===== config.mk =====
export PLATFORM = sky130hd
export DESIGN_NAME = sprite_blit_ctrl
export DESIGN_NICKNAME = d
export VERILOG_FILES = /design/src/rtl/blit_pkg.sv /design/src/rtl/cell_to_base.sv /design/src/rtl/sprite_blit_ctrl.sv
export SDC_FILE = /design/constraint.sdc
export NUM_CORES = 1
export LEC_CHECK = 0
export ABC_CLOCK_PERIOD_IN_PS = 5200
export CAP_MARGIN = 5
export CORE_UTILIZATION = 45
export DETAILED_ROUTE_END_ITERATION = 12
export GPL_TIMING_DRIVEN = 0
export PLACE_DENSITY = 0.77
export SKIP_CTS_REPAIR_TIMING = 1
export SKIP_LAST_GASP = 1
export SLEW_MARGIN = 20
export SYNTH_ARGS = -nofsm -noshare
export SYNTH_HDL_FRONTEND = slang
export SYNTH_SLANG_ARGS = --single-unit

===== constraint.sdc =====
create_clock -name clk -period 5.2 [get_ports clk]
set_input_delay 1.56 -clock clk [delete_from_list [all_inputs] [get_ports clk]]
set_output_delay 1.56 -clock clk [all_outputs]
set_load 0.01 [all_outputs]

===== src/rtl/blit_pkg.sv =====
// Shared constants and FSM state type for the sprite blitter and other
// placement logic that works on the 64x48 grid of 10x10-pixel cells.
package blit_pkg;

    localparam int SCREEN_W = 640;
    localparam int SCREEN_H = 480;
    localparam int CELL     = 10;
    localparam int FB_AW    = 19;
    localparam int X_MAX    = 63;
    localparam int Y_MAX    = 47;

    typedef enum logic [2:0] {
        IDLE,
        CALC,
        FETCH,
        WRITE,
        DONE
    } blit_state_e;

endpackage


===== src/rtl/cell_to_base.sv =====
// Converts a cell coordinate into the linear framebuffer address of the
// cell's top-left pixel, using shifts and adds only:
// y*6400 = y<<12 + y<<11 + y<<8, x*10 = x<<3 + x<<1.
module cell_to_base
    import blit_pkg::*;
(
    input  logic [5:0]       x_i,
    input  logic [5:0]       y_i,
    output logic [FB_AW-1:0] base_o
);

    logic [FB_AW-1:0] xExt;
    logic [FB_AW-1:0] yExt;

    assign xExt = FB_AW'(x_i);
    assign yExt = FB_AW'(y_i);

    // Largest operand (63*6400 + 630) stays well inside 19 bits, so no wrap.
    assign base_o = (yExt << 12) + (yExt << 11) + (yExt << 8)
                  + (xExt << 3) + (xExt << 1);

endmodule


===== src/rtl/sprite_blit_ctrl.sv =====
// Copies one IMG_W x IMG_H sprite from a synchronous ROM into the linear
// framebuffer at a cell position, skipping transparent pixels and waiting
// on framebuffer back-pressure for every real write.
module sprite_blit_ctrl
    import blit_pkg::*;
#(
    parameter int                 IMG_W       = 10,
    parameter int                 IMG_H       = 10,
    parameter int                 PIX_W       = 8,
    parameter logic [PIX_W-1:0]   TRANSPARENT = 8'hE3
) (
    input  logic                              clk,
    input  logic                              reset,
    input  logic                              start,
    input  logic [5:0]                        cell_x,
    input  logic [5:0]                        cell_y,
    output logic                              busy,
    output logic                              done,
    output logic                              err,
    output logic [$clog2(IMG_W*IMG_H)-1:0]    rom_addr,
    input  logic [PIX_W-1:0]                  rom_data,
    output logic [FB_AW-1:0]                  fb_addr,
    output logic [PIX_W-1:0]                  fb_data,
    output logic                              fb_we,
    input  logic                              fb_ready
);

    localparam int NPIX   = IMG_W * IMG_H;
    localparam int ROM_AW = $clog2(NPIX);
    localparam int COL_W  = (IMG_W > 1) ? $clog2(IMG_W) : 1;

    blit_state_e        state_q;
    logic [5:0]         cellX_q;
    logic [5:0]         cellY_q;
    logic [FB_AW-1:0]   rowBase_q;
    logic [COL_W-1:0]   col_q;
    logic [ROM_AW-1:0]  pix_q;
    logic [FB_AW-1:0]   fbAddr_q;
    logic               busy_q;
    logic               done_q;
    logic               err_q;

    logic [FB_AW-1:0]   cellBase;
    logic               isTransparent;
    logic               advance;
    logic               lastPix;

    cell_to_base u_cell_to_base (
        .x_i    (cellX_q),
        .y_i    (cellY_q),
        .base_o (cellBase)
    );

    // A pixel is finished when it needs no write, or when its write is accepted.
    always_comb begin
        isTransparent = (rom_data == TRANSPARENT);
        advance       = isTransparent || fb_ready;
        lastPix       = (pix_q == ROM_AW'(NPIX - 1));
    end

    // Main sequencer: request validation, base calculation and the row-major pixel walk.
    always_ff @(posedge clk) begin
        if (reset) begin
            state_q   <= IDLE;
            cellX_q   <= '0;
            cellY_q   <= '0;
            rowBase_q <= '0;
            col_q     <= '0;
            pix_q     <= '0;
            fbAddr_q  <= '0;
            busy_q    <= 1'b0;
            done_q    <= 1'b0;
            err_q     <= 1'b0;
        end else begin
            done_q <= 1'b0;
            err_q  <= 1'b0;
            unique case (state_q)
                IDLE: begin
                    if (start) begin
                        if ((cell_x == '0) || (cell_y == '0) || (cell_y > 6'(Y_MAX))) begin
                            err_q <= 1'b1;
                        end else begin
                            cellX_q <= cell_x;
                            cellY_q <= cell_y;
                            busy_q  <= 1'b1;
                            state_q <= CALC;
                        end
                    end
                end
                CALC: begin
                    rowBase_q <= cellBase;
                    col_q     <= '0;
                    pix_q     <= '0;
                    state_q   <= FETCH;
                end
                FETCH: begin
                    fbAddr_q <= rowBase_q + FB_AW'(col_q);
                    state_q  <= WRITE;
                end
                WRITE: begin
                    if (advance) begin
                        if (lastPix) begin
                            done_q  <= 1'b1;
                            state_q <= DONE;
                        end else begin
                            pix_q <= pix_q + 1'b1;
                            if (col_q == COL_W'(IMG_W - 1)) begin
                                col_q     <= '0;
                                rowBase_q <= rowBase_q + FB_AW'(SCREEN_W);
                            end else begin
                                col_q <= col_q + 1'b1;
                            end
                            state_q <= FETCH;
                        end
                    end
                end
                DONE: begin
                    busy_q  <= 1'b0;
                    state_q <= IDLE;
                end
                default: begin
                    busy_q  <= 1'b0;
                    state_q <= IDLE;
                end
            endcase
        end
    end

    // pix_q is held from FETCH through WRITE, so the ROM output stays stable
    // for the whole (possibly stalled) write; fb_data forwards that registered
    // ROM output rather than adding a cycle of delay.
    always_comb begin
        busy     = busy_q;
        done     = done_q;
        err      = err_q;
        rom_addr = pix_q;
        fb_addr  = fbAddr_q;
        fb_we    = (state_q == WRITE) && !isTransparent;
        fb_data  = (state_q == WRITE) ? rom_data : '0;
    end

endmodule

==> impl_metrics.toml, run 1 <==
[status]
outcome = "completed"

[critical_path]
cpPeakStageDelay_ps = 530
r2r_cells = 7
worstSetupEndpoint = "fb_we"
worstPathArrival_ps = 3110
end_kind = "output port"
cp_common_cell = "clkdlybuf4s50_1"
cp_slowest_cell = "clkdlybuf4s50_1"
reg2reg_from = "cellY_q[1]"
start_kind = "primary input"
r2r-end = "rowBase_q[15]"
critPathLaunch = "rom_data[7]"
r2r_slack_ps = 2440
cp_max_fo = 2
cp_cell_sequence = "clkdlybuf4s50_1 > nand4b_4 > nor4_1 > nor2_1 > clkdlybuf4s50_1"
worst-setup-path-type = "in2out"
crit_required_ps = 3640

[power_and_ir_drop]
switching_share = 0.289
internal_power_uw = 941
p_leak_uw = 0.00200
power_uw = 1320
p_seq_frac = 0.427
p_clk_frac = 0.380
ir_drop_mv = 0.137
combPwrFrac = 0.193
p_sw_uw = 382
pwr_density_cell_mw_per_mm2 = 268

[synthesis]
yosysWarnings = 0
synth_area_leader_cell = "dfxtp_1"
synth_top_area_frac = 0.332
async_reset_ff_frac = 0
syn_area_mm2 = 0.00397
synth_seq_cells = 66
synth_ff_type = "dfxtp_1"
synth_area_leaders = "dfxtp_1, ha_1, mux2i_1"
yosysUniqueCellTypes = 57
seq_area_frac_synth = 0.332
synth_cells = 465
synth_nets = 520
avgSynthCellArea_um2 = 8.55
synth_edf_count = 0

[routing]
vias = 3575
firstDrtPassIters = 4
viasPerCell = 5.53
avgRoutedWirePerCell_um = 15.0
drc_errors = 0
ant_nets = 0
wl_mm = 9.66
drtIter0Drc = 155

[placed_design]
port_buffers = 60
placed_cells = 630
globalplace.congestion = 0.870
dp_hpwl_mm = 7.22

[timing]
relSlewSlack = 0.556
period_minus_slack_ps = 4670
setup_violations = 0
tightest_slew_ps = 666
slew_viol_final = 0
fin_worst_skew_ps = 13.3
whs_ps = 499
max_freq_ghz = 0.214
fin_tns_setup_ps = 0
finalCritPeriodShare = 0.898
final_hold_viol_count = 0
rsz0062_at_grt = "no"

[die]
die_h_um = 96.0
core_mm2 = 0.00838
initial_core_util = 0.474
die_w_um = 96.0
die-area_mm2 = 0.00921
num_rows = 33
num_io_pins = 62

[final_layout]
final_common_cell = "dfxtp_1"
fill_cells = 764
multiInputGateArea_mm2 = 0.00247
layout-drive-gt1-share = 0.0684
area_growth_pct = 24.1
final_cell_mix = "dfxtp_1, clkdlybuf4s50_1, nor2_1, nand2_1, ha_1"
regArea_mm2 = 0.00132
antenna_cells = 0
final_nets = 591
final_cells = 646
utilization = 0.588

[global_routing]
grt_start_max_net_pins = 13
gr-total-overflow = 0
grt_pass1_wl_mm = 15.4
grt_usage = 0.219
first_global_vias = 3158
antenna_found_initial = 0

[clock_network]
cts.sinks = 66
clk_pin_slew_ps = 90
cts_tree = "done"
htree_num_levels = 3
cts_buffer_depth = 2
insertion_delay_ps = 360
numCtsBuffers = 9
root_buffer = "clkbuf_8"

[hold_path]
hp-class = "reg2reg"

[run]
cap_violations = 0
sequential cells by signal, indices dropped and copies added (netlist names):
| signal | flops |
|---|---|
| rom_addr | 7 |
| busy | 1 |
| err | 1 |
| cellX_q | 6 |
| done | 1 |
| cellY_q | 6 |
| fb_addr | 19 |
| col_q | 4 |
| state_q | 3 |
| rowBase_q | 18 |
area by class of cell:
type / instances / share of cell area
inverter: 9 / 0.00685
sequential: 66 / 0.268
multi-input combinational: 361 / 0.502
tap: 105 / 0.0266
timing repair buffer: 60 / 0.122
clock buffer: 10 / 0.0279
clock inverter: 6 / 0.0180
buffer: 29 / 0.0294
layer usage:
layer,global-route usage,part of all wire,vias to the layer above
met5,0,0,-
met4,0.0945,0.017,0
met3,0.0308,0.038,16
met2,0.334,0.45,84
met1,0.308,0.49,1660
li1,-,-,1815
power by group through the flow:
stage	logic (µW)	registers, µW	clock network (µW)
finish	256	564	502
global route	286	568	528
CTS	257	564	508
detailed placement	255	576	0
global placement	251	574	0
floorplan	161	575	0
Yosys cell counts (3+ instances only):
library cell / instances
inv_1: 9
ha_1: 27
or3_1: 6
nor4_1: 6
nand2b_1: 3
buf_2: 7
nand4_1: 7
fa_1: 4
a21o_1: 7
a311oi_1: 3
nor2_1: 59
buf_4: 3
nor3_1: 14
dfxtp_1: 66
mux2i_1: 23
a31oi_1: 7
xnor2_1: 14
a211oi_1: 9
clkbuf_1: 18
nand3_1: 16
a21oi_1: 26
nand2_1: 33
xor2_1: 18
o21ai_0: 26
and3_1: 15
and2_1: 3
how the worst min path moves through the flow:
stage,start,to,slack [ps],cells after the start
4_1_cts,fb_addr[14],fb_addr[14],500,2
5_1_grt,fb_addr[18],fb_addr[18],520,2
3_5_place_dp,fb_addr[3],fb_addr[3],490,2
6_report,fb_addr[2],fb_addr[2],500,2
3_3_place_gp,fb_addr[1],fb_addr[1],480,2
2_1_floorplan,rowBase_q[2],rowBase_q[2],470,2
stage by stage:
stage	instance area (µm²)	setup slack, ps
after floorplan	3970	1500
after global placement	4710	523
after detailed placement	4710	533
after CTS	4930	530
after global routing	4930	442
final	4930	531
cell families (layout without fill, tap and decap cells):
| family | Yosys count | after routing | share of synthesized area |
|---|---|---|---|
| xor+xnor | 32 | 32 | 0.0705 |
| fa+ha+maj | 31 | 31 | 0.105 |
| buf+inv | 38 | 114 | 0.0450 |
| simple gates | 178 | 178 | 0.227 |
| compound gates | 95 | 95 | 0.158 |
| other cells | 1 | 1 | 0.000944 |
| flops | 66 | 66 | 0.332 |
| mux | 24 | 24 | 0.0608 |
worst max-delay path: cells and delay by family:
family        cells  cell delay (ps)
buf+inv           2             1030
simple gates      3              520
(Power assumes the default switching activity.)
==> run 2: changes to the inputs <==
Settings changed: ABC_CLOCK_PERIOD_IN_PS 5200 to 4150, PLACE_DENSITY 0.77 to not set, PLACE_DENSITY_LB_ADDON set to 0.1.
Clock period 5.2 ns to 4.15 ns, I/O delays scaled along.
==> run 2 against run 1 <==
Effect of this change: wire length is 0.50% lower; sequential cell count stayed put; worst setup slack worse by 440 ps; largest power group unchanged; critical path depth stayed put.
==> impl_metrics.toml, run 2 (synthesized netlist as in run 1, its figures left out) <==
[status]
outcome = "completed"

[final_layout]
antenna_cells = 0
final_cell_mix = "dfxtp_1, clkdlybuf4s50_1, nor2_1, nand2_1, ha_1"
fill_cells = 779
final_common_cell = "dfxtp_1"
area_growth_pct = 24.7
largest_register_ffs = 19
layout-drive-gt1-share = 0.0684
utilization = 0.591
final_nets = 591

[critical_path]
worst-setup-path-type = "in2out"
start_kind = "primary input"
end_kind = "output port"
cp_max_fo = 2
crit_required_ps = 2900
worstPathArrival_ps = 2810

[global_routing]
grt_pass1_wl_mm = 15.3
antenna_found_initial = 0
grt_usage = 0.216
gr-total-overflow = 0
first_global_vias = 3130
grt_start_max_net_pins = 14

[clock_network]
numCtsBuffers = 9
cts.sinks = 66
cts_tree = "done"
clk_pin_slew_ps = 70
root_buffer = "clkbuf_8"
htree_num_levels = 3
cts_buffer_depth = 2
insertion_delay_ps = 340

[timing]
fin_worst_skew_ps = 13.4
finalCritPeriodShare = 0.978
relSlewSlack = 0.569
tightest_slew_ps = 647
final_hold_viol_count = 0
period_minus_slack_ps = 4060
rsz0062_at_grt = "no"
timing.final.ws_setup_ps = 90.7
max_freq_ghz = 0.246
fin_tns_setup_ps = 0
slew_viol_final = 0
whs_ps = 503
setup_violations = 0

[routing]
drc_errors = 0
wl_mm = 9.61
firstDrtPassIters = 4
ant_nets = 0
drtIter0Drc = 134
viasPerCell = 5.51
vias = 3557
avgRoutedWirePerCell_um = 14.9

[power_and_ir_drop]
internal_power_uw = 1230
p_clk_frac = 0.396
p_leak_uw = 0.00202
switching_share = 0.280
combPwrFrac = 0.190
p_sw_uw = 476
pwr_density_cell_mw_per_mm2 = 344
p_seq_frac = 0.415
ir_drop_mv = 0.200

[hold_path]
hp-class = "reg2reg"

[die]
initial_core_util = 0.474
core_mm2 = 0.00838
num_rows = 33
num_io_pins = 62
die_w_um = 96.0
die_h_um = 96.0
die-area_mm2 = 0.00921

[placed_design]
place_ws_ps = 76.9
dp_hpwl_mm = 7.40
globalplace.congestion = 0.916
port_buffers = 60

[run]
cap_violations = 0
[run 2: final timing paths]
check / slack [ps] / cells after the start / start / to
setup / recovery: 90 / 5 / rom_data[7] / fb_we
hold / removal: 500 / 2 / fb_addr[2] / fb_addr[2]
setup reg to reg: 1380 / 7 / cellY_q[1] / rowBase_q[15]
hold reg to reg: 500 / 2 / fb_addr[2] / fb_addr[2]
[run 2: power groups by stage]
stage                     clock, µW  combinational (µW)  sequential, µW
after global routing            716                 358             713
after CTS                       684                 324             706
after floorplan                   0                 202             720
final                           674                 324             706
after global placement            0                 317             720
after detailed placement          0                 323             721
[run 2: metrics by stage]
step           area [µm²]  power, µW  instances
6_report             4950       1700        646
5_1_grt              4950       1790        646
4_1_cts              4950       1710        646
3_5_place_dp         4710       1040        630
3_3_place_gp         4710       1040        630
2_1_floorplan        3970        922        465
[run 2: metal layers]
layer	vias to the layer above	part of all wire	track usage
met5	-	0	0
met4	0	0.017	0.0734
met3	13	0.032	0.0284
met2	66	0.45	0.345
met1	1657	0.50	0.298
li1	1821	-	-
[run 2: worst max-delay path: stages]
cell and delay [ps]:
clkdlybuf4s50_1 520, nand4b_4 130, nor4_1 350, nor2_1 70, clkdlybuf4s50_1 500
[run 2: layout make-up]
class	count	area [µm²]	share of cell area
Sequential cell	66	1320	0.267
Multi-Input combinational cell	361	2470	0.499
Timing Repair Buffer	60	601	0.121
Clock inverter	7	125	0.0253
Buffer	29	145	0.0293
Tap cell	105	131	0.0265
Clock buffer	9	124	0.0250
Inverter	9	33.8	0.00682
